==> config.mk <==
export PLATFORM = sky130hd
export DESIGN_NAME = regfile_scoreboard
export DESIGN_NICKNAME = d
export VERILOG_FILES = /design/src/rtl/regfile_pkg.sv /design/src/rtl/regfile_scoreboard_onehot_wr_decoder.sv /design/src/rtl/regfile_scoreboard.sv
export SDC_FILE = /design/constraint.sdc
export NUM_CORES = 1
export LEC_CHECK = 0
export ABC_AREA = 1
export CORE_ASPECT_RATIO = 2
export CORE_MARGIN = 2
export CORE_UTILIZATION = 45
export DETAILED_ROUTE_END_ITERATION = 6
export PLACE_DENSITY = 0.75
export SETUP_SLACK_MARGIN = 0.15
export SYNTH_ARGS = -nofsm -noshare
export SYNTH_HDL_FRONTEND = slang
export SYNTH_SLANG_ARGS = --single-unit
==> constraint.sdc <==
create_clock -name clk -period 1.8 [get_ports clk]
set_input_delay 0.36 -clock clk [delete_from_list [all_inputs] [get_ports clk]]
set_output_delay 0.36 -clock clk [all_outputs]
set_load 0.01 [all_outputs]
==> src/rtl/regfile_pkg.sv <==
`default_nettype none
// ============================================================================
// Module   : regfile_pkg
// Brief    : Shared defaults and ZERO_REG encoding for the register file.
// Revision : 1.0 - initial release
// ============================================================================
package regfile_pkg;

   // Default register-file geometry
   localparam int DEFAULT_NUM_REGS = 16;
   localparam int DEFAULT_DATA_W   = 16;

   // ZERO_REG parameter encoding
   localparam int ZERO_REG_OFF = 0;
   localparam int ZERO_REG_ON  = 1;

endpackage : regfile_pkg
`default_nettype wire

==> src/rtl/regfile_scoreboard_onehot_wr_decoder.sv <==
`default_nettype none
// ============================================================================
// Module   : onehot_wr_decoder
// Brief    : N-entry one-hot decoder with optional R0 suppression. Used for
//            both the writeback write strobes and the scoreboard set strobes.
// Revision : 1.0 - initial release
// ============================================================================
module onehot_wr_decoder
   import regfile_pkg::*;
#(
   parameter  int NUM_REGS = DEFAULT_NUM_REGS,
   parameter  int ZERO_REG = ZERO_REG_OFF,
   localparam int ID_W     = $clog2(NUM_REGS)
) (
   input  logic [ID_W-1:0]     i_id,
   input  logic                i_en,
   output logic [NUM_REGS-1:0] o_onehot
);

   // One bit per register; R0 is masked when it is the hardwired zero
   always_comb begin
      o_onehot = '0;
      for (int i = 0; i < NUM_REGS; i++) begin
         if (i_en && (i_id == ID_W'(i))) begin
            o_onehot[i] = 1'b1;
         end
      end
      if (ZERO_REG == ZERO_REG_ON) begin
         o_onehot[0] = 1'b0;
      end
   end

endmodule : onehot_wr_decoder
`default_nettype wire

==> src/rtl/regfile_scoreboard.sv <==
`default_nettype none
// ============================================================================
// Module   : regfile_scoreboard
// Brief    : Parametrised register file with two bypassed read ports,
//            optional hardwired-zero R0 and a per-register pending bit.
// Revision : 1.0 - initial release
// ============================================================================
module regfile_scoreboard
   import regfile_pkg::*;
#(
   parameter  int NUM_REGS = DEFAULT_NUM_REGS,
   parameter  int DATA_W   = DEFAULT_DATA_W,
   parameter  int ZERO_REG = ZERO_REG_OFF,
   localparam int ID_W     = $clog2(NUM_REGS)
) (
   input  logic                clk,
   input  logic                rst,
   input  logic                wr_en,
   input  logic [ID_W-1:0]     wr_id,
   input  logic [DATA_W-1:0]   wr_data,
   input  logic [ID_W-1:0]     rd_id_a,
   input  logic [ID_W-1:0]     rd_id_b,
   output logic [DATA_W-1:0]   rd_data_a,
   output logic [DATA_W-1:0]   rd_data_b,
   output logic                rd_pend_a,
   output logic                rd_pend_b,
   input  logic                iss_en,
   input  logic [ID_W-1:0]     iss_id,
   output logic [NUM_REGS-1:0] wordline,
   output logic [NUM_REGS-1:0] pend_vec
);

   logic [DATA_W-1:0]   r_regs [NUM_REGS];
   logic [NUM_REGS-1:0] r_pend;
   logic [NUM_REGS-1:0] r_wordline;
   logic [NUM_REGS-1:0] w_dec;
   logic [NUM_REGS-1:0] w_set;
   logic                w_zero_a;
   logic                w_zero_b;

   // Writeback strobes; also serve as the scoreboard clear strobes
   onehot_wr_decoder #(
      .NUM_REGS (NUM_REGS),
      .ZERO_REG (ZERO_REG)
   ) u_wr_dec (
      .i_id     (wr_id),
      .i_en     (wr_en),
      .o_onehot (w_dec)
   );

   // Issue strobes; R0 suppression keeps the zero register never pending
   onehot_wr_decoder #(
      .NUM_REGS (NUM_REGS),
      .ZERO_REG (ZERO_REG)
   ) u_iss_dec (
      .i_id     (iss_id),
      .i_en     (iss_en),
      .o_onehot (w_set)
   );

   // Storage, trace wordline and scoreboard; set beats clear (younger producer)
   always_ff @(posedge clk) begin
      if (rst) begin
         for (int i = 0; i < NUM_REGS; i++) begin
            r_regs[i] <= '0;
         end
         r_pend     <= '0;
         r_wordline <= '0;
      end else begin
         for (int i = 0; i < NUM_REGS; i++) begin
            if (w_dec[i]) begin
               r_regs[i] <= wr_data;
            end
         end
         r_pend     <= (r_pend & ~w_dec) | w_set;
         r_wordline <= w_dec;
      end
   end

   // Read ports: zero register first, then same-cycle bypass, then storage
   always_comb begin
      w_zero_a  = (ZERO_REG == ZERO_REG_ON) && (rd_id_a == '0);
      w_zero_b  = (ZERO_REG == ZERO_REG_ON) && (rd_id_b == '0);
      rd_data_a = r_regs[rd_id_a];
      rd_data_b = r_regs[rd_id_b];
      if (w_dec[rd_id_a]) begin
         rd_data_a = wr_data;
      end
      if (w_dec[rd_id_b]) begin
         rd_data_b = wr_data;
      end
      if (w_zero_a) begin
         rd_data_a = '0;
      end
      if (w_zero_b) begin
         rd_data_b = '0;
      end
      // A register being written this cycle is no longer waiting on a producer
      rd_pend_a = r_pend[rd_id_a] & ~w_dec[rd_id_a];
      rd_pend_b = r_pend[rd_id_b] & ~w_dec[rd_id_b];
   end

   assign wordline = r_wordline;
   assign pend_vec = r_pend;

endmodule : regfile_scoreboard
`default_nettype wire

==> flow_metrics.tcl, run 1 <==
set metrics [dict create \
    antenna_left 0 \
    peakVddDrop_mv 0.617 \
    fin_crit_sh_pct 140 \
    seq_area_frac_synth_pct 53.4 \
    regArea_um2 8340 \
    cts.clk_slew.worst_paths_ns 0.08 \
    wirelength_mm 59.3 \
    rows 96 \
    via_per_inst 6.12 \
    cp_num_cells 15 \
    crit_top_cell "buf_6" \
    via_count 15800 \
    setup_viol 77 \
    synth_warnings 0 \
    worstMarginPinSlew_ns 0.411 \
    cp_cell_sequence "buf_6, buf_8, inv_4, nor2_4, nand3_2, buf_6, nand2_1, nand3_1, nand3_2, nand3_4, nand2_8, buf_12, buf_6, nor2_4, buf_6" \
    p_leak_nw 8.90 \
    dp_hpwl_mm 38.8 \
    drt-pass1-iter-count 6 \
    dpl_worst_slack_ns -1.29 \
    fmax_ghz 0.398 \
    start_kind "input port" \
    grt_pass1_wl_mm 87.2 \
    avgSynthCellArea_um2 8.45 \
    cp-end-kind "primary output" \
    synth_seq_cells 288 \
    finClkSkew_ns 0 \
    min_path_cells 6 \
    status "finished with violations" \
    globalplace.congestion 0.973 \
    fp.dieH_um 267 \
    required_ns 1.44 \
    rsz0062_at_grt "true" \
    cts-root-buf "clkbuf_16" \
    antenna_found_initial 2 \
    remaining_drc_errors 0 \
    cts_tree "built" \
    cpMaxStageDelayCell "nand3_4" \
    fp.dieArea_um2 36300 \
    layout_min_cycle_time_ns 2.51 \
    clock_sinks 288 \
    crit_path_max_incr_delay_ns 0.19 \
    reg2reg_depth 3 \
    slew_violations 0 \
    syn_nets 1882 \
    core_area_um2 34200 \
    worstPathArrival_ns 2.15 \
    utilization_pct 62.8 \
    min-delay-path-class "in -> reg" \
    syn_to_final_growth_pct 37.7 \
    overflow 0 \
    track_usage_pct 32.1 \
    multiInputGateArea_um2 6690 \
    cts-buffers-inserted 23 \
    io_buffers 101 \
    io_pins 102 \
    design_area_um2 21500 \
    fin_ws_ns -0.715 \
    wl_per_cell_um 22.9 \
    syn-instance-count 1846 \
    hold_viol 0 \
    post_dp_cell_area_um2 19200 \
    fillers 2614 \
    max-slew-margin-rel_pct 72.4 \
    clockBufferDepth 3 \
    power_density_nw_per_um2 785 \
    crit_family "simple AND/OR/NAND/NOR gates" \
    cp.buffers_inverters 7 \
    synth_cell_types 26 \
    cap_violations 0 \
    grt_pass1_vias 15700 \
    worstSetupPathType "in -> out" \
    clock_latency_ns 0.54 \
    drt_iter0_drc 2054 \
    syn_area_um2 15600 \
    die_w_um 136 \
    cp_max_fo 6 \
    worst_hold_slack_ns 0.425 \
    cts-hold-fix-buffers 0 \
    ctsHtreeMaxLevel 1 \
    nets 2163 \
    start_util_pct 45.6 \
    drive_gt1_share_pct 26.0 \
    power_mw 16.9 \
    grt_max_degree 68 \
    violations "negative setup slack" \
]
[path summary, 6_finish.rpt]
path / to / start / slack [ns]
max: rd_pend_a / wr_id[0] / -0.71
min: wordline[11] / wr_id[2] / 0.42
max reg2reg: pend_vec[2] / pend_vec[2] / 1.01
min reg2reg: pend_vec[12] / pend_vec[12] / 0.55
[power breakdown]
| group | internal [mW] | switching [mW] | leakage (nW) | total, mW |
|---|---|---|---|---|
| sequential | 7.71 | 0.168 | 2.73 | 7.88 |
| combinational | 1.56 | 2.24 | 5.80 | 3.81 |
| clock | 2.74 | 2.43 | 0.371 | 5.17 |
[synthesized netlist by cell type (all sizes together)]
cell | count | area (um2)
o21bai | 2 | 15.0
clkinv | 11 | 41.3
nand3 | 281 | 1500
buf | 79 | 392
a21oi | 174 | 871
clkbuf | 64 | 240
o211ai | 94 | 706
inv | 180 | 676
edfxtp | 256 | 7690
o21ai | 190 | 951
dfxtp | 32 | 641
nand2 | 263 | 1000
nor2 | 209 | 810
o22ai | 8 | 50.1
nand4 | 1 | 6.26
a211oi | 2 | 15.0
[logic make-up after synthesis]
logic type             after synthesis  share of synthesized area (%)
and+or+nand+nor                    754                           21.3
AOI/OAI and AO/OA                  470                           16.7
buffers and inverters              334                           8.64
DFF                                288                           53.4
[metal layers]
metal | global-route usage [%] | part of all wire [%] | vias to the layer above
met3 | 8.06 | 9.8 | 433
li1 | - | - | 6949
met2 | 55.2 | 49 | 1147
met1 | 31.6 | 30 | 7305
met4 | 27.4 | 11 | 0
met5 | 0 | 0 | -
[registers in the layout (all words and copies together), names as in the netlist]
signal / cells
r_regs: 256
pend_vec: 16
wordline: 16
[what timing repair did]
action,in CTS,in global routing
pin swaps,71,18
endpoints found under the hold margin,0,0
resized for setup,375,61
gates cloned,6,1
buffers inserted,49,15
setup endpoints to repair,89,99
[cells in the final DEF (no fill, tap or decap), types with 4 or more instances in the layout]
| cell type | Yosys | layout |
|---|---|---|
| edfxtp_1 | 256 | 256 |
| nand3_1 | 268 | 226 |
| nand2_1 | 260 | 192 |
| nor2_1 | 205 | 192 |
| buf_4 | 1 | 177 |
| inv_1 | 175 | 168 |
| a21oi_1 | 174 | 167 |
| o21ai_0 | 190 | 155 |
| o211ai_1 | 94 | 94 |
| buf_6 | 3 | 84 |
| buf_12 | 0 | 68 |
| nand2_2 | 1 | 56 |
| o21ai_1 | 0 | 32 |
| nand3_2 | 9 | 32 |
| dlygate4sd2_1 | 0 | 32 |
| clkbuf_16 | 0 | 24 |
| dfxtp_1 | 32 | 24 |
| nand3_4 | 4 | 23 |
| clkdlybuf4s50_1 | 0 | 22 |
| nand2_4 | 2 | 11 |
| clkinv_1 | 11 | 10 |
| nor2_4 | 3 | 10 |
| o22ai_1 | 8 | 8 |
| clkinv_2 | 0 | 8 |
| dfxtp_2 | 0 | 8 |
| a21oi_2 | 0 | 7 |
| inv_2 | 5 | 7 |
| nor2_2 | 1 | 7 |
| nand2_8 | 0 | 5 |
| inv_4 | 0 | 5 |
| clkdlybuf4s15_1 | 0 | 4 |
| buf_8 | 0 | 4 |
[tightest hold or removal path, delay by kind of cell]
family | cells | cell delay (ns)
simple gates | 3 | 0.21
buf+inv | 3 | 0.34
[area by class of cell]
class | count | area share, %
Sequential cell | 288 | 38.8
Multi-Input combinational cell | 1225 | 31.1
Timing Repair Buffer | 398 | 20.5
Inverter | 191 | 3.42
Clock buffer | 26 | 2.82
Tap cell | 441 | 2.57
Clock inverter | 16 | 0.687
Antenna cell | 1 | 0.0116
[metrics by stage]
step,std cells,setup TNS (ns)
3_5_place_dp,2472,-168.10
5_1_grt,2586,-38.97
4_1_cts,2569,-27.46
3_3_place_gp,2472,-157.00
2_1_floorplan,1846,0
6_report,2586,-36.46
No activity file was read; power rests on OpenSTA's default activity.
==> run 2, diff against run 1 <==
Settings changed: GPL_TIMING_DRIVEN from default to 0, PLACE_DENSITY 0.75 to 0.72.
Clock period 1.8 ns to 2.6 ns, I/O delays scaled along.
==> run 2 against run 1 <==
Effect of this change: flip-flop and latch count unchanged; first-iteration DRC count increased by 29%; the flow still finishes with violations (negative setup slack); global-route usage increased by 17 points; critical path type unchanged; register-to-register slack improved by 0.84 ns.
==> flow_metrics.tcl, run 2 (synthesized netlist as in run 1, its figures left out) <==
set metrics [dict create \
    status "finished with violations" \
    violations "negative setup slack" \
    dpl_worst_slack_ns -1.99 \
    via_count 16900 \
    cts-hold-fix-buffers 0 \
    cts-root-buf "clkbuf_16" \
    antenna_left 0 \
    clock_sinks 288 \
    power_density_nw_per_um2 623 \
    place_inst 2382 \
    clock_latency_ns 0.58 \
    min-delay-path-class "in -> reg" \
    grt_pass1_wl_mm 121 \
    die_w_um 136 \
    start_kind "input port" \
    worstMarginPinSlew_ns 1.13 \
    fin_cells 2496 \
    cap_violations 0 \
    cts-buffers-inserted 27 \
    slew_violations 0 \
    overflow 0 \
    hold_viol 0 \
    wl_per_cell_um 36.4 \
    fin_crit_sh_pct 108 \
    io_buffers 95 \
    worstSetupPathType "in -> out" \
    io_pins 102 \
    largest_register "r_regs" \
    drive_gt1_share_pct 21.8 \
    drt_iter0_drc 2653 \
    cts_tree "built" \
    nets 2068 \
    layout_min_cycle_time_ns 2.80 \
    setup_viol 34 \
    mostFrequentLayoutCell "edfxtp_1" \
    mostFrequentLayoutCells "256 x edfxtp_1, 202 x nand2_1, 202 x nand3_1, 193 x nor2_1, 174 x o21ai_0" \
    dp_hpwl_mm 63.0 \
    core_area_um2 34200 \
    max-slew-margin-rel_pct 24.6 \
    fp.dieH_um 267 \
    fin_ws_ns -0.202 \
    largest_reg_flops 256 \
    syn_to_final_growth_pct 28.5 \
    rows 96 \
    track_usage_pct 49.5 \
    power_mw 12.5 \
    clockBufferDepth 3 \
    grt_pass1_vias 16200 \
    wirelength_mm 90.8 \
    globalplace.congestion 1.05 \
    worst_hold_slack_ns 0.320 \
    peakVddDrop_mv 0.632 \
    cp_max_fo 7 \
    finClkSkew_ns 0 \
    start_util_pct 45.6 \
    remaining_drc_errors 0 \
    antenna_found_initial 4 \
    p_leak_nw 8.01 \
    worstPathArrival_ns 2.28 \
    via_per_inst 6.77 \
    drt-pass1-iter-count 7 \
    required_ns 2.08 \
    fp.dieArea_um2 36300 \
    fmax_ghz 0.357 \
    rsz0062_at_grt "true" \
    grt_max_degree 18 \
    ctsHtreeMaxLevel 1 \
    cp-end-kind "primary output" \
    cts.clk_slew.worst_paths_ns 0.07 \
]
==> run 2: report_power, final <==
group / total (mW) / switching (mW) / internal [mW]
Combinational: 2.69 / 1.85 / 0.844
Sequential: 5.48 / 0.132 / 5.35
Clock: 4.32 / 1.94 / 2.38
Total: 12.5 / 3.92 / 8.57
==> run 2: worst paths after layout <==
kind,to,start,cells past startpoint,slack [ns]
setup / recovery,rd_data_a[12],wr_id[1],13,-0.20
hold / removal,wordline[7],wr_id[3],4,0.32
setup reg to reg,pend_vec[7],pend_vec[7],2,1.85
hold reg to reg,pend_vec[10],pend_vec[10],2,0.55
==> run 2: critical path, cell delays in order <==
cell	delay, ns
buf_12	0.12
nor2_4	0.24
nand3_4	0.12
nand2_1	0.11
nand3_2	0.09
nand3_2	0.10
nand3_4	0.24
nand2_8	0.20
buf_8	0.14
buf_6	0.14
nand2_2	0.05
nand2_1	0.07
buf_2	0.13
==> run 2: metrics by stage <==
step / setup TNS (ns) / cell area, um2 / utilization, %
2_1_floorplan: 0 / 15600 / -
3_3_place_gp: -428.84 / 17100 / 50.0
3_5_place_dp: -433.45 / 17100 / 50.0
4_1_cts: -0.965 / 19600 / 57.3
5_1_grt: -4.12 / 20000 / 58.6
6_report: -4.20 / 20100 / 58.6
==> run 2: cell type report <==
class	count	area, um2
multi-input combinational	1224	6630
antenna	3	7.51
clock buffer	32	714
timing repair buffer	158	1480
inverter	191	756
fill	3043	14200
sequential	288	8330
tap	441	552
buffer	142	1380
clock inverter	17	208
==> run 2: per-layer routing <==
metal / vias up / global-route usage, % / routed length, um
li1: 6774 / - / -
met1: 7987 / 50.6 / 27000
met2: 1554 / 76.4 / 40900
met3: 587 / 15.9 / 11100
met4: 0 / 51.1 / 11900
met5: - / 1.42 / 0
==> run 2: what timing repair did <==
item | in CTS | in global routing
gates resized for setup | 635 | 91
buffers inserted | 48 | 12
endpoints found under the setup margin | 478 | 248
gates cloned | 1 | 2
pin swaps | 54 | 41
